==> src/rtl/conv3x3_seq.sv <==
// Address/strobe sequencer for a 3x3 conv layer over a 4-bank interleaved activation SRAM.
// Walks oc/oy/ox/icg, issues reads, and emits the block write after a fixed datapath latency.
module conv3x3_seq #(
   parameter int unsigned CH_PER_ADDR = 4,
   parameter int unsigned IN_H        = 12,
   parameter int unsigned IN_W        = 12,
   parameter int unsigned IN_CH       = 4,
   parameter int unsigned OUT_CH      = 4,
   parameter int unsigned ADDR_W      = 10,
   parameter int unsigned WADDR_W     = 11,
   parameter int unsigned BADDR_W     = 7,
   parameter int unsigned WGT_BASE    = 0,
   parameter int unsigned BIAS_BASE   = 0,
   parameter int unsigned PIPE_LAT    = 3
) (
   input  logic                       clk,
   input  logic                       rst,
   input  logic                       start,
   input  logic                       stall,
   output logic                       busy,
   output logic                       done,
   output logic                       rd_en,
   output logic [ADDR_W-1:0]          raddr_b0,
   output logic [ADDR_W-1:0]          raddr_b1,
   output logic [ADDR_W-1:0]          raddr_b2,
   output logic [ADDR_W-1:0]          raddr_b3,
   output logic [1:0]                 win_sel,
   output logic [WADDR_W-1:0]         raddr_weight,
   output logic [BADDR_W-1:0]         raddr_bias,
   output logic                       acc_clr,
   output logic                       acc_last,
   output logic [3:0]                 wen,
   output logic [ADDR_W-1:0]          waddr,
   output logic [4*CH_PER_ADDR-1:0]   bytemask
);

   localparam int unsigned ICG   = IN_CH / CH_PER_ADDR;
   localparam int unsigned OB_H  = IN_H / 2 - 1;
   localparam int unsigned OB_W  = IN_W / 2 - 1;
   localparam int unsigned OR_H  = (OB_H + 1) / 2;
   localparam int unsigned OR_W  = (OB_W + 1) / 2;
   localparam int unsigned H4    = IN_H / 4;
   localparam int unsigned W4    = IN_W / 4;
   localparam int unsigned PLANE = H4 * W4;

   localparam int unsigned ICG_W = (ICG > 1)         ? $clog2(ICG)         : 1;
   localparam int unsigned OX_W  = (OB_W > 1)        ? $clog2(OB_W)        : 1;
   localparam int unsigned OY_W  = (OB_H > 1)        ? $clog2(OB_H)        : 1;
   localparam int unsigned OC_W  = (OUT_CH > 1)      ? $clog2(OUT_CH)      : 1;
   localparam int unsigned JW    = (CH_PER_ADDR > 1) ? $clog2(CH_PER_ADDR) : 1;
   localparam int unsigned MW    = 4 * CH_PER_ADDR;

   localparam logic [ICG_W-1:0] ICG_MAX = ICG_W'(ICG - 1);
   localparam logic [OX_W-1:0]  OX_MAX  = OX_W'(OB_W - 1);
   localparam logic [OY_W-1:0]  OY_MAX  = OY_W'(OB_H - 1);
   localparam logic [OC_W-1:0]  OC_MAX  = OC_W'(OUT_CH - 1);

   typedef enum logic [1:0] {S_IDLE, S_RUN, S_DRAIN, S_DONE} state_e;

   state_e              state_q, state_d;
   logic [ICG_W-1:0]    icg_q, icg_d;
   logic [OX_W-1:0]     ox_q, ox_d;
   logic [OY_W-1:0]     oy_q, oy_d;
   logic [OC_W-1:0]     oc_q, oc_d;
   logic                issue;
   logic                pipe_empty;

   logic [ADDR_W-1:0]   rb_d [4];
   logic [WADDR_W-1:0]  wt_d;
   logic [BADDR_W-1:0]  bs_d;
   logic [ADDR_W-1:0]   wa_d;
   logic [JW-1:0]       j_d;

   logic                busy_q, done_q, rd_en_q;
   logic [ADDR_W-1:0]   rb_q [4];
   logic [WADDR_W-1:0]  wt_q;
   logic [BADDR_W-1:0]  bs_q;

   logic                a_valid_q, a_clr_q, a_last_q;
   logic [1:0]          a_win_q;
   logic [ADDR_W-1:0]   a_waddr_q;
   logic [JW-1:0]       a_j_q;

   logic [1:0]          win_q;
   logic                acc_clr_q, acc_last_q;

   logic [PIPE_LAT-1:0] dl_v_q;
   logic [1:0]          dl_bank_q [PIPE_LAT];
   logic [ADDR_W-1:0]   dl_addr_q [PIPE_LAT];
   logic [JW-1:0]       dl_j_q    [PIPE_LAT];

   logic [3:0]          wen_q;
   logic [ADDR_W-1:0]   waddr_q;
   logic [MW-1:0]       mask_q;

   // Bank (py,px) reads the nearest 2x2 word whose parity matches, stepping +1 when it does not.
   function automatic logic [ADDR_W-1:0] act_addr(input int unsigned icg, input int unsigned oy,
                                                  input int unsigned ox, input int unsigned py,
                                                  input int unsigned px);
      int unsigned by, bx;
      by = ((oy % 2) == py) ? oy : oy + 1;
      bx = ((ox % 2) == px) ? ox : ox + 1;
      return ADDR_W'(icg * PLANE + (by >> 1) * W4 + (bx >> 1));
   endfunction

   function automatic logic [MW-1:0] lane_mask(input logic [JW-1:0] j);
      logic [MW-1:0] m;
      m = '1;
      for (int unsigned k = 0; k < CH_PER_ADDR; k++) begin
         if (k == CH_PER_ADDR - 1 - 32'(j)) m[k*4 +: 4] = '0;
      end
      return m;
   endfunction

   assign pipe_empty = !a_valid_q && (dl_v_q == '0);

   always_comb begin
      state_d = state_q;
      icg_d   = icg_q;
      ox_d    = ox_q;
      oy_d    = oy_q;
      oc_d    = oc_q;
      issue   = 1'b0;
      unique case (state_q)
         S_IDLE: begin
            if (start) begin
               state_d = S_RUN;
               icg_d   = '0;
               ox_d    = '0;
               oy_d    = '0;
               oc_d    = '0;
            end
         end
         S_RUN: begin
            if (!stall) begin
               issue = 1'b1;
               if (icg_q != ICG_MAX) begin
                  icg_d = icg_q + ICG_W'(1);
               end else begin
                  icg_d = '0;
                  if (ox_q != OX_MAX) begin
                     ox_d = ox_q + OX_W'(1);
                  end else begin
                     ox_d = '0;
                     if (oy_q != OY_MAX) begin
                        oy_d = oy_q + OY_W'(1);
                     end else begin
                        oy_d = '0;
                        if (oc_q != OC_MAX) begin
                           oc_d = oc_q + OC_W'(1);
                        end else begin
                           oc_d    = '0;
                           state_d = S_DRAIN;
                        end
                     end
                  end
               end
            end
         end
         S_DRAIN: begin
            if (pipe_empty) state_d = S_DONE;
         end
         S_DONE: begin
            state_d = S_IDLE;
         end
      endcase
   end

   always_comb begin
      rb_d[0] = act_addr(32'(icg_q), 32'(oy_q), 32'(ox_q), 0, 0);
      rb_d[1] = act_addr(32'(icg_q), 32'(oy_q), 32'(ox_q), 0, 1);
      rb_d[2] = act_addr(32'(icg_q), 32'(oy_q), 32'(ox_q), 1, 0);
      rb_d[3] = act_addr(32'(icg_q), 32'(oy_q), 32'(ox_q), 1, 1);
      wt_d    = WADDR_W'(WGT_BASE + 32'(oc_q) * ICG + 32'(icg_q));
      bs_d    = BADDR_W'(BIAS_BASE + 32'(oc_q));
      wa_d    = ADDR_W'((32'(oc_q) / CH_PER_ADDR) * OR_H * OR_W
                        + (32'(oy_q) >> 1) * OR_W + (32'(ox_q) >> 1));
      j_d     = JW'(32'(oc_q) % CH_PER_ADDR);
   end

   always_ff @(posedge clk) begin
      if (rst) begin
         state_q    <= S_IDLE;
         icg_q      <= '0;
         ox_q       <= '0;
         oy_q       <= '0;
         oc_q       <= '0;
         busy_q     <= 1'b0;
         done_q     <= 1'b0;
         rd_en_q    <= 1'b0;
         for (int unsigned b = 0; b < 4; b++) rb_q[b] <= '0;
         wt_q       <= WADDR_W'(WGT_BASE);
         bs_q       <= BADDR_W'(BIAS_BASE);
         a_valid_q  <= 1'b0;
         a_clr_q    <= 1'b0;
         a_last_q   <= 1'b0;
         a_win_q    <= '0;
         a_waddr_q  <= '0;
         a_j_q      <= '0;
         win_q      <= '0;
         acc_clr_q  <= 1'b0;
         acc_last_q <= 1'b0;
         dl_v_q     <= '0;
         for (int unsigned k = 0; k < PIPE_LAT; k++) begin
            dl_bank_q[k] <= '0;
            dl_addr_q[k] <= '0;
            dl_j_q[k]    <= '0;
         end
         wen_q      <= '1;
         waddr_q    <= '0;
         mask_q     <= '1;
      end else begin
         state_q <= state_d;
         icg_q   <= icg_d;
         ox_q    <= ox_d;
         oy_q    <= oy_d;
         oc_q    <= oc_d;
         busy_q  <= (state_d == S_RUN) || (state_d == S_DRAIN);
         done_q  <= (state_d == S_DONE);
         if (stall) begin
            // Every pipeline stage holds; only the strobes are forced inactive.
            rd_en_q    <= 1'b0;
            acc_clr_q  <= 1'b0;
            acc_last_q <= 1'b0;
            wen_q      <= '1;
         end else begin
            rd_en_q   <= issue;
            a_valid_q <= issue;
            if (issue) begin
               for (int unsigned b = 0; b < 4; b++) rb_q[b] <= rb_d[b];
               wt_q      <= wt_d;
               bs_q      <= bs_d;
               a_clr_q   <= (icg_q == '0);
               a_last_q  <= (icg_q == ICG_MAX);
               a_win_q   <= {oy_q[0], ox_q[0]};
               a_waddr_q <= wa_d;
               a_j_q     <= j_d;
            end
            acc_clr_q  <= a_valid_q && a_clr_q;
            acc_last_q <= a_valid_q && a_last_q;
            if (a_valid_q) win_q <= a_win_q;
            dl_v_q[0]    <= a_valid_q && a_last_q;
            dl_bank_q[0] <= a_win_q;
            dl_addr_q[0] <= a_waddr_q;
            dl_j_q[0]    <= a_j_q;
            for (int unsigned k = 1; k < PIPE_LAT; k++) begin
               dl_v_q[k]    <= dl_v_q[k-1];
               dl_bank_q[k] <= dl_bank_q[k-1];
               dl_addr_q[k] <= dl_addr_q[k-1];
               dl_j_q[k]    <= dl_j_q[k-1];
            end
            if (dl_v_q[PIPE_LAT-1]) begin
               wen_q   <= ~(4'b0001 << dl_bank_q[PIPE_LAT-1]);
               waddr_q <= dl_addr_q[PIPE_LAT-1];
               mask_q  <= lane_mask(dl_j_q[PIPE_LAT-1]);
            end else begin
               wen_q   <= '1;
            end
         end
      end
   end

   assign busy         = busy_q;
   assign done         = done_q;
   assign rd_en        = rd_en_q;
   assign raddr_b0     = rb_q[0];
   assign raddr_b1     = rb_q[1];
   assign raddr_b2     = rb_q[2];
   assign raddr_b3     = rb_q[3];
   assign raddr_weight = wt_q;
   assign raddr_bias   = bs_q;
   assign win_sel      = win_q;
   assign acc_clr      = acc_clr_q;
   assign acc_last     = acc_last_q;
   assign wen          = wen_q;
   assign waddr        = waddr_q;
   assign bytemask     = mask_q;

endmodule

==> config.mk <==
export PLATFORM = sky130hd
export DESIGN_NAME = conv3x3_seq
export DESIGN_NICKNAME = d
export VERILOG_FILES = /design/src/rtl/conv3x3_seq.sv
export SDC_FILE = /design/constraint.sdc
export NUM_CORES = 1
export LEC_CHECK = 0
export BUFFER_PORTS_ARGS = -buffer_cell sky130_fd_sc_hd__buf_4
export CAP_MARGIN = 10
export CORE_MARGIN = 2
export CORE_UTILIZATION = 59
export CTS_CLUSTER_SIZE = 14
export DETAILED_ROUTE_END_ITERATION = 10
export GPL_ROUTABILITY_DRIVEN = 0
export PLACE_DENSITY = 0.86
export SLEW_MARGIN = 25
export SYNTH_ARGS = -nofsm -noshare
export SYNTH_HDL_FRONTEND = slang
export SYNTH_SLANG_ARGS = --single-unit
==> constraint.sdc <==
create_clock -name clk -period 6.46 [get_ports clk]
set_clock_uncertainty 0.05 [all_clocks]
set_input_delay 1.292 -clock clk [delete_from_list [all_inputs] [get_ports clk]]
set_output_delay 1.292 -clock clk [all_outputs]
set_load 0.02 [all_outputs]
# Yosys cells after proc, flatten, opt, wreduce, memory -nomap -nowiden
# Memories as Yosys holds them, arrays and structs flattened. A register that Yosys moved wholly into a read port is not among the register bits.
# Cells that the tools add are included.
word_totals:
  reg_bits: 67
  mem_bits_rw: 82
  inputBits: 4
  output_inout_bits: 95
  wordCells: 156
  n_memories: 4
classes:
  addsub: 15
  mul: 4
  n_eq_ne: 17
  n_shift: 1
  n_mux: 60
  bitwise_logic: 17
  reduce_logical: 19
mem_list:
  columns: ["memory", "depth", "word_bits", "read_ports", "rd_clocked_by_memory_dff", "write_ports", "line", "rtl"]
  rows:
  - ["rb_q", 4, 10, 4, 0, 4, "75", "logic [ADDR_W-1:0] rb_q [4];"]
  - ["dl_addr_q", 3, 10, 3, 1, 3, "89", "logic [ADDR_W-1:0] dl_addr_q [PIPE_LAT];"]
  - ["dl_bank_q", 3, 2, 3, 0, 3, "88", "logic [1:0] dl_bank_q [PIPE_LAT];"]
  - ["dl_j_q", 3, 2, 3, 0, 3, "90", "logic [JW-1:0] dl_j_q [PIPE_LAT];"]
ops:
  columns: ["op", "count"]
  rows:
  - ["$logic_not 32->1", 3]
  - ["$mux 10", 7]
  - ["$eq 2x32->1 const A", 2]
  - ["$mux 2", 19]
  - ["$eq 1x32->1 const A", 1]
  - ["$mux 32", 1]
  - ["$mul 31x2->10 const B", 1]
  - ["$add 10x10->10", 3]
  - ["$mux 4", 7]
  - ["$mux 3", 8]
  - ["$mux 1", 13]
  - ["$or 1x1->1", 13]
  - ["$ne 2x2->1 const B", 6]
  - ["$pmux 3 s2", 2]
  - ["$add 5x10->10", 1]
  - ["$add 3x1->4 const B", 2]
  - ["$eq 2x2->1 const B", 4]
  - ["$pmux 2 s4", 1]
  - ["$add 6x3->7", 1]
  - ["$add 3x1->3 const B", 2]
  - ["$add 5x5->6", 1]
  - ["$ne 3x3->1 const B", 2]
  - ["$reduce_and 2->1", 3]
  - ["$reduce_and 6->1", 1]
  - ["other kinds (25)", 29]

# Longest topological paths before layout
# Gate-level depths: netlist of run 1.
logic_depth:
  depth_word: 9
  mapped_depth: 10
  depth_no_buf: 10

# Least setup slack after synthesis of run 1
# No wires, ideal clock.
synth_timing:
  path_type: "input to register"
  startpoint: "input stall"
  endpoint: "memory rb_q[0][0] (enable)"
  setup_ns: 0.367
  t_arrival_ns: 2.215
  required_time_ns: 6.043
  setup_slack_ns: 3.828
  stages: 4
  path_buffers: 0
  path_cell_list: "nand2b_1 -> nor2_1 -> nor2_1 -> inv_1"
synth_rtl:
  columns: ["item", "line", "rtl"]
  rows:
  - ["start, declared", "19", "input logic stall,"]
  - ["end, declared", "75", null]

==> results, run 1 <==
- The routed layout has 2847 vias.
- The number of buffers inserted during clock tree synthesis is 9.
- Setup repair after global routing left no endpoint under its margin.
- The number of pins exceeding their max-slew limit in the final report was 0.
- At the pin with the least slew margin, the transition time is 0.862 ns.
- The area of combinational cells with multiple inputs is 0.00187 mm2.
- The number of setup buffers added after CTS is 0.
- In the synthesized netlist, the number of instances is 413.
- The slack of the critical path is 3.50 ns.
- During synthesis, Yosys emitted a total of 0 warnings.
- The total buffers and inverters traversed by the critical path is 0.
- The maximum root-to-sink buffer count is 2.
- The total power divided by cell area is 215 mW/mm2.
- Of the available clock period, the critical path in the final layout requires 0.458.
- The initial cell density of the core is 0.613.
- Based on the critical path, the design can be clocked at up to 338 MHz.
- The number of endpoints with negative hold slack in the final report was 0.
- The total half-perimeter wirelength after legalization and detailed placement is 5600 um.
- The cell area after placement is 0.00480 mm2.
- Yosys instantiated no cell more often than sky130_fd_sc_hd__buf_4.
- The setup slack on the worst flop-to-flop path is 3.50 ns.
- After synthesis, the most frequently instantiated cells are 53 x sky130_fd_sc_hd__buf_4, 48 x sky130_fd_sc_hd__edfxtp_1, 41 x sky130_fd_sc_hd__dfxtp_1.
- CTS saw 89 sinks.
- The total track usage is 0.189.
- Counting I/O delays and the setup requirement, the final critical path takes 2.96 ns.
- Of the total power, the clock network draws 0.324.
- The die outline area is 0.00833 mm2.
- Across the whole layout, storage elements account for 0.00226 mm2.
- The nature of the critical path startpoint is a flip-flop.
- The placement row count is 31.
- The delay of the slowest critical-path stage is 0.49 ns.
- The filler cells instantiated in the layout total 550.
- In this run the tool buffered the top-level ports with 62 buffer cells.
- The TritonCTS clock tree is built.
- The core box area is 0.00733 mm2.
- The number of design-rule violations left by the first detailed-router iteration is 73.
- The worst-case reg-to-reg path depth is 10.
- The number of global-route vias before repair came to 2723.
- The worst min-delay path class is flip-flop to flip-flop.
- The H-tree generated during clock tree synthesis spans 3 levels.
- The internal portion of the total power is 0.000789 W.
- The number of gates resized after CTS is 0.
- In this run the count of I/O pins placed on the die edge is 99.
- In the final design database the tool counted 504 nets.
- The design area is 0.00498 mm2.
- For the worst-skew pair, the clock arrives at the later sink with an insertion delay of 0.37 ns.
- For this design the static power due to leakage is 2.18 nW.
- The share of total power dissipated in combinational logic is 0.091.
- After synthesis, the share of cell area in mux cells is 0.00891.
- Once detail routing completed, the nets flagged for antenna violations numbered 0.
- The area fraction of the dominant cell type after synthesis is 0.321.
- The cell family contributing the most delay on the critical path is adder cells.
- The placement-stage worst setup slack is 3.28 ns.
- After synthesis, the largest family of logic cells by area is simple AND/OR/NAND/NOR gates.
- Of the total synthesized cell area, the portion taken by AND, OR, NAND and NOR gates is 0.154.
- The post-route setup TNS is 0 ns.
- The average detailed-routed wire length per instance is 13.5 um.
- The most frequent cell on the critical path is sky130_fd_sc_hd__ha_1.
- The worst-path maximum fanout is 7.
- Of all cell types, the one taking the most synthesized area is sky130_fd_sc_hd__edfxtp_1.
- The growth of design area from synthesis to finish is 10.7%.
- By area the synthesized netlist is led by sky130_fd_sc_hd__edfxtp_1 32%, sky130_fd_sc_hd__dfxtp_1 18%, sky130_fd_sc_hd__ha_1 8.9%.
- The first global-routing pass estimated 12400 um of wire.
- The clock slew at the register clock pins of the worst setup and hold paths is 0.09 ns.
- Max-cap violations in this run came to 0.
- The count of endpoints failing setup in the final report is 0.
- The register bit count reported by yosys is 89.
- For this run, design rule violations remaining after detail routing come to 0.
- Buffers inserted to repair hold after CTS numbered 0.
- The worst relative slew slack is 0.425.
- The share of total power dissipated in sequential elements is 0.585.
- The critical path goes through ha_1 > nand2_1 > xnor2_1 > ha_1 > ha_1 > ha_1 > nor2b_1 > o21ai_0 > xnor2_1 > nor2_1.
- The startpoint of the worst-slack reg-to-reg timing path is oy_q[1].
- The post-synthesis xor/xnor area fraction is 0.0331.
- The synthesized-area fraction occupied by ao, oa, aoi and oai cells is 0.0699.
- Summed over all layers, the routed wires come to 7640 um.
- From left edge to right edge, the die measures 91.3 um.
- The repair_antennas step left the layout with diodes totalling 0.
- The detailed-routing iteration count for the pre-antenna-repair pass is 4.
- The cell sitting at the root of the clock tree is a sky130_fd_sc_hd__clkbuf_8.
- STA puts the critical path data arrival time at 3.02 ns.
- The maximum number of pins on one net before global-route repair is 33.
- The cell area that synthesis handed to floorplanning was 0.00449 mm2.
- For this run the aggregate overflow at the end of global routing stands at 0.
- The flow ran to the end, and the final reports show no timing, DRC or antenna violations.
- The end point of the worst hold path is waddr[2].
- The maximum vdd ir drop is 0.0970 mV.
- The worst hold path passes through 2 cells.
- The critical path data required time is 6.52 ns.
- The slowest stage cell on the critical path is sky130_fd_sc_hd__dfxtp_1.
- The fraction of layout instances using a drive strength above 1 is 0.178.
- The number of enable-type register cells in the synthesized netlist is 48.
- The height of the die is 91.3 um.
- The average footprint of a synthesized cell is 10.9 um2.
- Of the total power, the share spent switching nets is 0.264.
- The post-synthesis adder-cell area fraction is 0.116.
- The kind of capture point of the worst setup path is a flip-flop.
- The switching power total is 0.000283 W.
- The type of the worst setup path is flip-flop to flip-flop.
- The worst reg2reg path endpoint is rb_q[1][4].
- The number of antenna violations at the first check in global routing is 0.
- The leading register cell type out of synthesis is sky130_fd_sc_hd__edfxtp_1.
- The hold path startpoint is waddr[2].
- Of all flip-flops after synthesis, the portion carrying an async set or reset was 0.
- The sequential share of the synthesized area is 0.503.
- Counting distinct cell types in the post-synthesis netlist gives 40.
- The mean number of vias per cell is 5.03.
==> placed cells by master (no fill, tap or decap), types with 3 or more instances in the layout <==
cell / count
sky130_fd_sc_hd__mux2i_1: 4
sky130_fd_sc_hd__edfxtp_1: 48
sky130_fd_sc_hd__clkbuf_8: 9
sky130_fd_sc_hd__dfxtp_1: 41
sky130_fd_sc_hd__or3_1: 6
sky130_fd_sc_hd__a21o_1: 5
sky130_fd_sc_hd__o21bai_1: 3
sky130_fd_sc_hd__ha_1: 32
sky130_fd_sc_hd__buf_4: 63
sky130_fd_sc_hd__nor2_1: 31
sky130_fd_sc_hd__nor2b_1: 8
sky130_fd_sc_hd__inv_1: 18
sky130_fd_sc_hd__nor3_1: 9
sky130_fd_sc_hd__fa_1: 6
sky130_fd_sc_hd__xnor2_1: 13
sky130_fd_sc_hd__nand2_1: 21
sky130_fd_sc_hd__a21oi_1: 21
sky130_fd_sc_hd__conb_1: 40
sky130_fd_sc_hd__and2_1: 31
sky130_fd_sc_hd__xor2_1: 4
sky130_fd_sc_hd__nand3_1: 4
sky130_fd_sc_hd__o21ai_0: 8
sky130_fd_sc_hd__a22o_1: 6
sky130_fd_sc_hd__nand2b_1: 8
sky130_fd_sc_hd__nor3b_1: 3
==> worst max-delay path by stage <==
stage,to,cells after the start,from
2_1_floorplan,rb_q[0][0],4,stall
3_3_place_gp,rb_q[0][3],5,stall
3_5_place_dp,rb_q[0][4],5,stall
4_1_cts,rb_q[1][4],10,oy_q[1]
5_1_grt,rb_q[1][4],10,oy_q[1]
6_report,rb_q[1][4],10,oy_q[1]
==> per-layer routing <==
| metal | vias up | track usage | wire (um) |
|---|---|---|---|
| li1 | 1400 | - | - |
| met1 | 1360 | 0.195 | 3000 |
| met2 | 70 | 0.356 | 4160 |
| met3 | 17 | 0.0440 | 282 |
| met4 | 0 | 0.0922 | 195 |
| met5 | - | 0 | 0 |
==> through the flow <==
| stage | hold slack (ns) | power [W] | cells | util |
|---|---|---|---|---|
| floorplan | 0.374 | 0.000724 | 452 | - |
| global placement | 0.393 | 0.000732 | 550 | 0.654 |
| detailed placement | 0.398 | 0.000737 | 550 | 0.654 |
| CTS | 0.415 | 0.00108 | 566 | 0.678 |
| global route | 0.423 | 0.00111 | 566 | 0.679 |
| finish | 0.411 | 0.00107 | 566 | 0.679 |
==> state kept, by name, indices dropped and copies added (netlist names), 3 cells and up <==
name       cells
rb_q          24
dl_addr_q     12
dl_bank_q      6
dl_j_q         6
a_waddr_q      4
bytemask       4
waddr          4
wen            4
dl_v_q         3
ox_q           3
oy_q           3
==> tightest hold or removal path, delay by kind of cell, from the launching register on <==
kind	cells	cell delay, ns
AO/OA/AOI/OAI	1	0.05
AND/OR/NAND/NOR	1	0.05
flip-flops	1	0.32
==> final cells by class <==
cell class / count / area share
Clock buffer: 10 / 0.0256
Clock inverter: 6 / 0.0101
Inverter: 19 / 0.0143
Multi-Input combinational cell: 280 / 0.375
Sequential cell: 89 / 0.455
Tap cell: 99 / 0.0249
Timing Repair Buffer: 63 / 0.0950
==> cells by family (layout without fill, tap and decap cells) <==
group	Yosys count	count (layout)
and+or+nand+nor	131	131
DFF	89	89
buffers and inverters	83	98
AOI/OAI and AO/OA	50	50
adders and majority gates	38	38
xor gates and xnor gates	17	17
muxes	4	4
other	1	40
==> power groups by stage <==
stage	Combinational [W]	Sequential (W)	Clock, W
after CTS	0.0000977	0.000627	0.000351
after global placement	0.0000938	0.000639	0
after floorplan	0.0000744	0.000649	0
final	0.0000978	0.000627	0.000347
after detailed placement	0.0000974	0.000639	0
after global routing	0.000106	0.000629	0.000373
Power figures use the tool's default switching activity.
==> run 2: changes to the inputs <==
ABC_AREA = 1   (was not set)
CORE_UTILIZATION = 55   (was 59)
PLACE_DENSITY = 0.8   (was 0.86)
clock period = 3 ns   (was 6.46 ns; I/O delays follow)
==> run 2 against run 1 <==
  * Sequential power rose by 120%
  * Routed wire length up 8.1%
  * Worst setup slack worse by 3.4 ns
  * Area after synthesis up 2.3%
  * Critical path depth grew 1
  * Fmax increased by 3.7%
  * Global-route usage is 0.25 points higher
  * Non-clock buffer count up 2
  * Largest power group unchanged
==> results, run 2 <==
- The instance count of the mapped netlist is 494 (was 413).
- The core box area is 0.00818 mm2 (was 0.00733 mm2).
- The share of total power in sequential cells is 0.533 (was 0.585).
- The growth of design area from synthesis to finish is 10.8% (was 10.7%).
- The number of max-capacitance violations reported was 0 (unchanged).
- The final total power is 0.00257 W (was 0.00107 W).
- The total half-perimeter wirelength after legalization and detailed placement is 6090 um (was 5600 um).
- The clock network fraction of total power is 0.305 (was 0.324).
- Most used standard cells in the synthesized netlist: 77 x sky130_fd_sc_hd__inv_1, 75 x sky130_fd_sc_hd__nor2_1, 60 x sky130_fd_sc_hd__nand2_1 (was 53 x sky130_fd_sc_hd__buf_4, 48 x sky130_fd_sc_hd__edfxtp_1, 41 x sky130_fd_sc_hd__dfxtp_1).
- Unrepaired setup endpoints after global routing: false (unchanged).
- The post-synthesis adder-cell area fraction is 0.113 (was 0.116).
- The post-synthesis async set-or-reset flop share is 0 (unchanged).
- The sequential share of the synthesized area is 0.492 (was 0.503).
- The total detailed-routing wirelength is 8260 um (was 7640 um).
- The library cell occupying the most area in the post-synthesis netlist is sky130_fd_sc_hd__edfxtp_1 (unchanged).
- The multiplexer share of the synthesized area was 0 (was 0.00891).
- The number of antenna violations at the first check in global routing came to 0 (unchanged).
- The core utilization of the finished layout is 0.623 (was 0.679).
- The count of unique library cells instantiated by Yosys was 30 (was 40).
- The worst-path maximum fanout is 6 (was 7).
- The maximum clock frequency came to 351 MHz (was 338 MHz).
- The number of setup buffers added after CTS is 0 (unchanged).
- The total power divided by cell area came to 505 mW/mm2 (was 215 mW/mm2).
- The number of gates resized after CTS is 0 (unchanged).
- The nature of the critical path startpoint is a flip-flop (unchanged).
- The post-route minimum period is 2.85 ns (was 2.96 ns).
- The commonest non-fill, non-tap cell in the layout is sky130_fd_sc_hd__inv_1 (was sky130_fd_sc_hd__buf_4).
- The number of global-route vias before repair is 2983 (was 2723).
- The register bank with the most flops was rb_q (unchanged).
- The switching part of the total power is 0.303 (was 0.264).
- The global-route wire length before repair is 13400 um (was 12400 um).
- The average footprint of a synthesized cell was 9.31 um2 (was 10.9 um2).
- Highest-count cells in the layout ignoring fill and taps: 77 x sky130_fd_sc_hd__inv_1, 75 x sky130_fd_sc_hd__nor2_1, 65 x sky130_fd_sc_hd__buf_4 (was 63 x sky130_fd_sc_hd__buf_4, 48 x sky130_fd_sc_hd__edfxtp_1, 41 x sky130_fd_sc_hd__dfxtp_1).
- The DRC violation count after routing is 0 (unchanged).
- The detailed-routing iteration count for the pre-antenna-repair pass is 4 (unchanged).
- The post-synthesis xor/xnor area fraction is 0.00571 (was 0.0331).
- Leading cell types by total area after synthesis: sky130_fd_sc_hd__edfxtp_1 31%, sky130_fd_sc_hd__dfxtp_1 18%, sky130_fd_sc_hd__ha_1 8.7% (was sky130_fd_sc_hd__edfxtp_1 32%, sky130_fd_sc_hd__dfxtp_1 18%, sky130_fd_sc_hd__ha_1 8.9%).
- The count of endpoints failing setup in the final report came to 0 (unchanged).
- The placement row count came to 33 (was 31).
- Outcome: complete, no violations (unchanged).
- The initial cell density of the core came to 0.563 (was 0.613).
- The width of the die is 95.4 um (was 91.3 um).
- The post-route setup TNS is 0 ns (unchanged).
- The clock root buffer master is sky130_fd_sc_hd__clkbuf_8 (unchanged).
- The number of enable-type register cells in the synthesized netlist is 48 (unchanged).
- The number of top-level pins is 99 (unchanged).
- The number of buffers inserted during clock tree synthesis is 9 (unchanged).
- The number of routed nets with antenna violations came to 0 (unchanged).
- The worst min-delay path class is primary input to flip-flop (was flip-flop to flip-flop).
- The number of pins exceeding their max-slew limit in the final report was 0 (unchanged).
- The mean number of vias per cell is 4.79 (was 5.03).
- The clock slew at the register clock pins of the worst setup and hold paths is 0.10 ns (was 0.09 ns).
- The main combinational cell family by area after synthesis is buffers and inverters (was simple AND/OR/NAND/NOR gates).
- The total track usage is 0.192 (was 0.189).
- The TritonCTS clock tree is built (unchanged).
- The cell with the most instances after synthesis is sky130_fd_sc_hd__inv_1 (was sky130_fd_sc_hd__buf_4).
- The clock network latency to the later pin of the worst-skew pair is 0.36 ns (was 0.37 ns).
- The switching power total is 0.000778 W (was 0.000283 W).
- The proportion of power drawn by combinational gates is 0.162 (was 0.091).
- The number of endpoints with negative hold slack in the final report was 0 (unchanged).
- The kind of capture point of the worst setup path is a flip-flop (unchanged).
- The critical path data required time is 3.08 ns (was 6.52 ns).
- The maximum root-to-sink buffer count came to 2 (unchanged).
- Largest registers: rb_q x24, dl_addr_q x12 (unchanged).
- The number of design-rule violations left by the first detailed-router iteration is 188 (was 73).
- The total number of clock tree sinks came to 89 (unchanged).
- The area fraction of the dominant cell type after synthesis is 0.313 (was 0.321).
- The standby leakage power is 2.37 nW (was 2.18 nW).
- The total of hold buffers inserted after clock tree synthesis is 0 (unchanged).
- The fill cell instance count of the final layout is 673 (was 550).
- The type of the worst setup path is flip-flop to flip-flop (unchanged).
- The overflow left after global routing is 0 (unchanged).
- The antenna diode instance count is 0 (unchanged).
- The synthesized-area fraction occupied by ao, oa, aoi and oai cells was 0.0653 (was 0.0699).
- The ratio of final minimum period to clock period is 0.951 (was 0.458).
- The internal power summed over all cells came to 0.00179 W (was 0.000789 W).
- The simple-gate area share of the yosys netlist is 0.158 (was 0.154).
- The number of warnings printed during yosys synthesis is 0 (unchanged).
- The register bit count reported by yosys is 89 (unchanged).
- The fraction of layout instances using a drive strength above 1 is 0.171 (was 0.178).
- The H-tree depth is 3 (unchanged).
- The final-stage net count is 592 (was 504).
- The flip-flop count of the largest register, all copies and words added was 24 (unchanged).
- The maximum number of pins on one net before global-route repair is 31 (was 33).
- The worst relative slew slack was 0.462 (was 0.425).
- The leading register cell type out of synthesis was sky130_fd_sc_hd__edfxtp_1 (unchanged).
- The pin slew with the least headroom to its limit came to 0.807 ns (was 0.862 ns).
- The quantity of I/O buffers inserted on ports came to 62 (unchanged).
- The average detailed-routed wire length per instance is 12.5 um (was 13.5 um).
- The post-synthesis cell area is 0.00460 mm2 (was 0.00449 mm2).
- The critical path arrival came to 2.94 ns (was 3.02 ns).
- The height of the die is 95.4 um (was 91.3 um).
- The die outline area is 0.00911 mm2 (was 0.00833 mm2).
- The number of vias after detailed routing is 3164 (was 2847).
- The maximum vdd ir drop is 0.276 mV (was 0.0970 mV).
[run 2: changes by cell type after synthesis, sizes merged, moves of 9 or more]
cell    before  now
nand2b       9    0
xnor2       13    3
and2        31    2
o21ai        8   26
inv         19   80
nand2       21   62
nand3        4   16
nor2        31   79
[run 2: per-layer routing]
layer	vias to the layer above	wire [um]	GRT usage
li1	1600	-	-
met1	1430	3430	0.230
met2	120	4130	0.333
met3	14	525	0.0458
met4	0	171	0.0738
met5	-	0	0
[run 2: critical path, cell delays in order (launching register included)]
cell	delay, ns
sky130_fd_sc_hd__dfxtp_1	0.39
sky130_fd_sc_hd__ha_1	0.23
sky130_fd_sc_hd__xnor2_1	0.26
sky130_fd_sc_hd__o21ai_1	0.16
sky130_fd_sc_hd__ha_1	0.32
sky130_fd_sc_hd__ha_1	0.32
sky130_fd_sc_hd__ha_1	0.32
sky130_fd_sc_hd__nand2_1	0.08
sky130_fd_sc_hd__inv_1	0.05
sky130_fd_sc_hd__o21ai_0	0.23
sky130_fd_sc_hd__and2_1	0.18
sky130_fd_sc_hd__nor2_2	0.04
[run 2: cells by family (layout without fill, tap and decap cells)]
group	count (synthesis)	in the layout
AOI/OAI and AO/OA	55	55
buffers and inverters	139	161
and+or+nand+nor	169	169
DFF	89	89
adders and majority gates	38	38
other	1	40
xor gates and xnor gates	3	3
[run 2: metrics by stage]
stage	cells	area [um2]	setup WS, ns	hold slack, ns
2_1_floorplan	533	4750	0.337	0.376
3_3_place_gp	644	4910	0.243	0.390
3_5_place_dp	644	4910	0.0777	0.390
4_1_cts	660	5100	0.0752	0.400
5_1_grt	660	5100	0.0149	0.414
6_report	660	5100	0.148	0.413
[run 2: final cells by class]
| cell class | instances | area (um2) | area share |
|---|---|---|---|
| sequential | 89 | 2260 | 0.444 |
| clock buffer | 9 | 124 | 0.0243 |
| inverter | 80 | 305 | 0.0599 |
| multi-input combinational | 305 | 1720 | 0.338 |
| tap | 105 | 131 | 0.0258 |
| clock inverter | 7 | 62.6 | 0.0123 |
| timing repair buffer | 65 | 488 | 0.0958 |
[run 2: worst paths after layout]
check | start | end | slack, ns | cells past startpoint
worst max-delay path | oy_q[1] | rb_q[0][4] | 0.15 | 11
worst min register to register | a_last_q | a_last_q | 0.42 | 2
worst min-delay path | rst | done | 0.41 | 2
worst max register to register | oy_q[1] | rb_q[0][4] | 0.15 | 11
[run 2: power groups by stage]
stage	clock network [W]	logic, W	registers, W
after floorplan	0	0.000309	0.00142
after global placement	0	0.000392	0.00140
after detailed placement	0	0.000412	0.00140
after CTS	0.000805	0.000414	0.00137
after global routing	0.000849	0.000468	0.00138
final	0.000784	0.000416	0.00137
==> run 3: changes to the inputs <==
BUFFER_PORTS_ARGS = -buffer_cell sky130_fd_sc_hd__buf_2   (was -buffer_cell sky130_fd_sc_hd__buf_4)
==> run 3 against run 2 <==
  * Sequential power hardly changed
  * Combinational power shrank 4%
  * Register-to-register slack better by 0.03 ns
  * Routed wire length grew 0.18%
  * Sequential share of layout area is 1.2 points higher
  * Critical path depth did not move
  * First-iteration DRC count is 22% lower
  * Fmax up 1.1%
  * Non-clock buffer count up 1
  * Clock power increased by 2.9%
==> results, run 3 (synthesized netlist as in run 2, its figures left out) <==
- Outcome: complete, no violations (unchanged).
- The worst-path maximum fanout is 6 (unchanged).
- The ratio of final minimum period to clock period is 0.941 (was 0.951).
- Unrepaired setup endpoints after global routing: false (unchanged).
- The placement-stage worst setup slack is 0.0188 ns (was 0.0777 ns).
- The height of the die is 95.4 um (unchanged).
- The total track usage came to 0.191 (was 0.192).
- The global-route wire length before repair is 13100 um (was 13400 um).
- The maximum number of pins on one net before global-route repair is 30 (was 31).
- The commonest non-fill, non-tap cell in the layout is sky130_fd_sc_hd__inv_1 (unchanged).
- The setup slack on the worst flop-to-flop path is 0.18 ns (was 0.15 ns).
- The end point of the worst hold path is a_waddr_q[2] (was done).
- The H-tree depth is 3 (unchanged).
- The maximum root-to-sink buffer count is 2 (unchanged).
- The cell area after placement is 0.00476 mm2 (was 0.00491 mm2).
- The total half-perimeter wirelength after legalization and detailed placement came to 6000 um (was 6090 um).
- The pin slew with the least headroom to its limit is 1.01 ns (was 0.807 ns).
- The number of global-route vias before repair is 2911 (was 2983).
- The post-route setup TNS is 0 ns (unchanged).
- The number of max-capacitance violations reported was 0 (unchanged).
- The fill cell instance count of the final layout was 691 (was 673).
- The number of buffers inserted during clock tree synthesis is 9 (unchanged).
- The maximum vdd ir drop is 0.247 mV (was 0.276 mV).
- The worst-case reg-to-reg path depth came to 11 (unchanged).
- The nature of the critical path startpoint is a flip-flop (unchanged).
- The total detailed-routing wirelength is 8280 um (was 8260 um).
- The clock root buffer master is sky130_fd_sc_hd__clkbuf_8 (unchanged).
- The average detailed-routed wire length per instance was 12.5 um (about the same).
- The clock network latency to the later pin of the worst-skew pair is 0.37 ns (was 0.36 ns).
- The slack of the critical path is 0.178 ns (was 0.148 ns).
- The kind of capture point of the worst setup path is a flip-flop (unchanged).
- The die outline area is 0.00911 mm2 (unchanged).
- The number of endpoints with negative hold slack in the final report is 0 (unchanged).
- The mean number of vias per cell is 4.89 (was 4.79).
- The worst relative slew slack is 0.324 (was 0.462).
- The number of antenna violations at the first check in global routing came to 0 (unchanged).
- The maximum clock frequency was 354 MHz (was 351 MHz).
- The startpoint of the worst-slack reg-to-reg timing path is oy_q[0] (was oy_q[1]).
- The worst min-delay path class is flip-flop to flip-flop (was primary input to flip-flop).
- The overflow left after global routing is 0 (unchanged).
- The number of setup buffers added after CTS is 0 (unchanged).
- The initial cell density of the core is 0.563 (unchanged).
- The cell count after placement is 645 (was 644).
- The total of hold buffers inserted after clock tree synthesis is 0 (unchanged).
- The placement row count is 33 (unchanged).
- The number of design-rule violations left by the first detailed-router iteration is 146 (was 188).
- The quantity of I/O buffers inserted on ports is 62 (unchanged).
- The critical path arrival is 2.91 ns (was 2.94 ns).
- The count of cells along the worst hold path is 2 (unchanged).
- The DRC violation count after routing was 0 (unchanged).
- The post-route minimum period was 2.82 ns (was 2.85 ns).
- The antenna diode instance count is 0 (unchanged).
- Highest-count cells in the layout ignoring fill and taps: 77 x sky130_fd_sc_hd__inv_1, 75 x sky130_fd_sc_hd__nor2_1, 62 x sky130_fd_sc_hd__buf_2 (was 77 x sky130_fd_sc_hd__inv_1, 75 x sky130_fd_sc_hd__nor2_1, 65 x sky130_fd_sc_hd__buf_4).
- The final cell count without fillers is 661 (was 660).
- The worst reg2reg path endpoint is rb_q[0][4] (unchanged).
- The number of routed nets with antenna violations is 0 (unchanged).
- The clock slew at the register clock pins of the worst setup and hold paths came to 0.09 ns (was 0.10 ns).
- The register bank with the most flops was rb_q (unchanged).
- The number of vias after detailed routing is 3231 (was 3164).
- The critical path data required time was 3.09 ns (was 3.08 ns).
- The growth of design area from synthesis to finish is 7.89% (was 10.8%).
- The number of gates resized after CTS came to 0 (unchanged).
- The count of endpoints failing setup in the final report is 0 (unchanged).
- The detailed-routing iteration count for the pre-antenna-repair pass came to 4 (unchanged).
- The width of the die came to 95.4 um (unchanged).
- The number of pins exceeding their max-slew limit in the final report is 0 (unchanged).
- Largest registers: rb_q x24, dl_addr_q x12 (unchanged).
- The fraction of layout instances using a drive strength above 1 was 0.174 (was 0.171).
- The type of the worst setup path was flip-flop to flip-flop (unchanged).
- The final-stage net count is 593 (was 592).
- The flip-flop count of the largest register, all copies and words added is 24 (unchanged).
- The TritonCTS clock tree is built (unchanged).
- The number of top-level pins is 99 (unchanged).
- The core box area is 0.00818 mm2 (unchanged).
- The hold path startpoint is a_waddr_q[2] (was rst).
- The standby leakage power is 2.32 nW (was 2.37 nW).
- The total power divided by cell area is 519 mW/mm2 (was 505 mW/mm2).
- The design area is 0.00496 mm2 (was 0.00510 mm2).
- The total number of clock tree sinks came to 89 (unchanged).
==> run 3: changes by cell type in the layout (fill, tap and decap cells not counted), sizes merged <==
| cell | before | now |
|---|---|---|
| inv | 84 | 82 |
| clkinv | 3 | 4 |
| clkinvlp | 0 | 1 |
| buf | 65 | 66 |
==> run 3: layout make-up <==
type	count	area, um2	share of cell area
clock buffer	9	124	0.0250
multi-input combinational	305	1720	0.347
sequential	89	2260	0.456
clock inverter	7	75.1	0.0151
timing repair buffer	66	340	0.0686
inverter	80	305	0.0615
tap	105	131	0.0265
==> run 3: worst max-delay path by stage <==
stage             from    endpoint  cells past startpoint  slack, ns
2_1_floorplan  oy_q[1]  rb_q[0][4]                     11       0.34
3_3_place_gp   oy_q[1]  rb_q[0][4]                     11       0.24
3_5_place_dp   oy_q[1]  rb_q[0][4]                     11       0.02
4_1_cts        oy_q[1]  rb_q[0][4]                     11      0.007
5_1_grt        oy_q[0]  rb_q[0][4]                     11       0.04
6_report       oy_q[0]  rb_q[0][4]                     11       0.18
==> run 3: where the power goes <==
part / internal (W) / switching [W] / total [W]
registers: 0.00134 / 0.0000300 / 0.00137
clock network: 0.000323 / 0.000484 / 0.000807
logic: 0.000118 / 0.000280 / 0.000399
total: 0.00178 / 0.000794 / 0.00258
==> run 3: layer usage <==
metal  up-vias  global-route usage  routed length, um
li1       1602                   -                  -
met1      1516               0.223               3460
met2        98               0.332               4190
met3        15              0.0443                458
met4         0              0.0857                169
met5         -                   0                  0
==> run 3: critical path: stages, from the launching register on <==
cell,delay (ns)
sky130_fd_sc_hd__dfxtp_1,0.36
sky130_fd_sc_hd__ha_1,0.23
sky130_fd_sc_hd__xnor2_1,0.23
sky130_fd_sc_hd__o21ai_1,0.15
sky130_fd_sc_hd__ha_1,0.32
sky130_fd_sc_hd__ha_1,0.33
sky130_fd_sc_hd__ha_1,0.32
sky130_fd_sc_hd__nand2_1,0.07
sky130_fd_sc_hd__inv_1,0.05
sky130_fd_sc_hd__o21ai_0,0.26
sky130_fd_sc_hd__and2_1,0.19
sky130_fd_sc_hd__nor2_2,0.04
==> run 3: per-stage QoR <==
stage | power [W] | util | hold WS, ns
4_1_cts | 0.00258 | 0.607 | 0.436
6_report | 0.00258 | 0.607 | 0.433
5_1_grt | 0.00269 | 0.607 | 0.466
2_1_floorplan | 0.00173 | - | 0.376
3_5_place_dp | 0.00179 | 0.582 | 0.402
3_3_place_gp | 0.00177 | 0.582 | 0.388
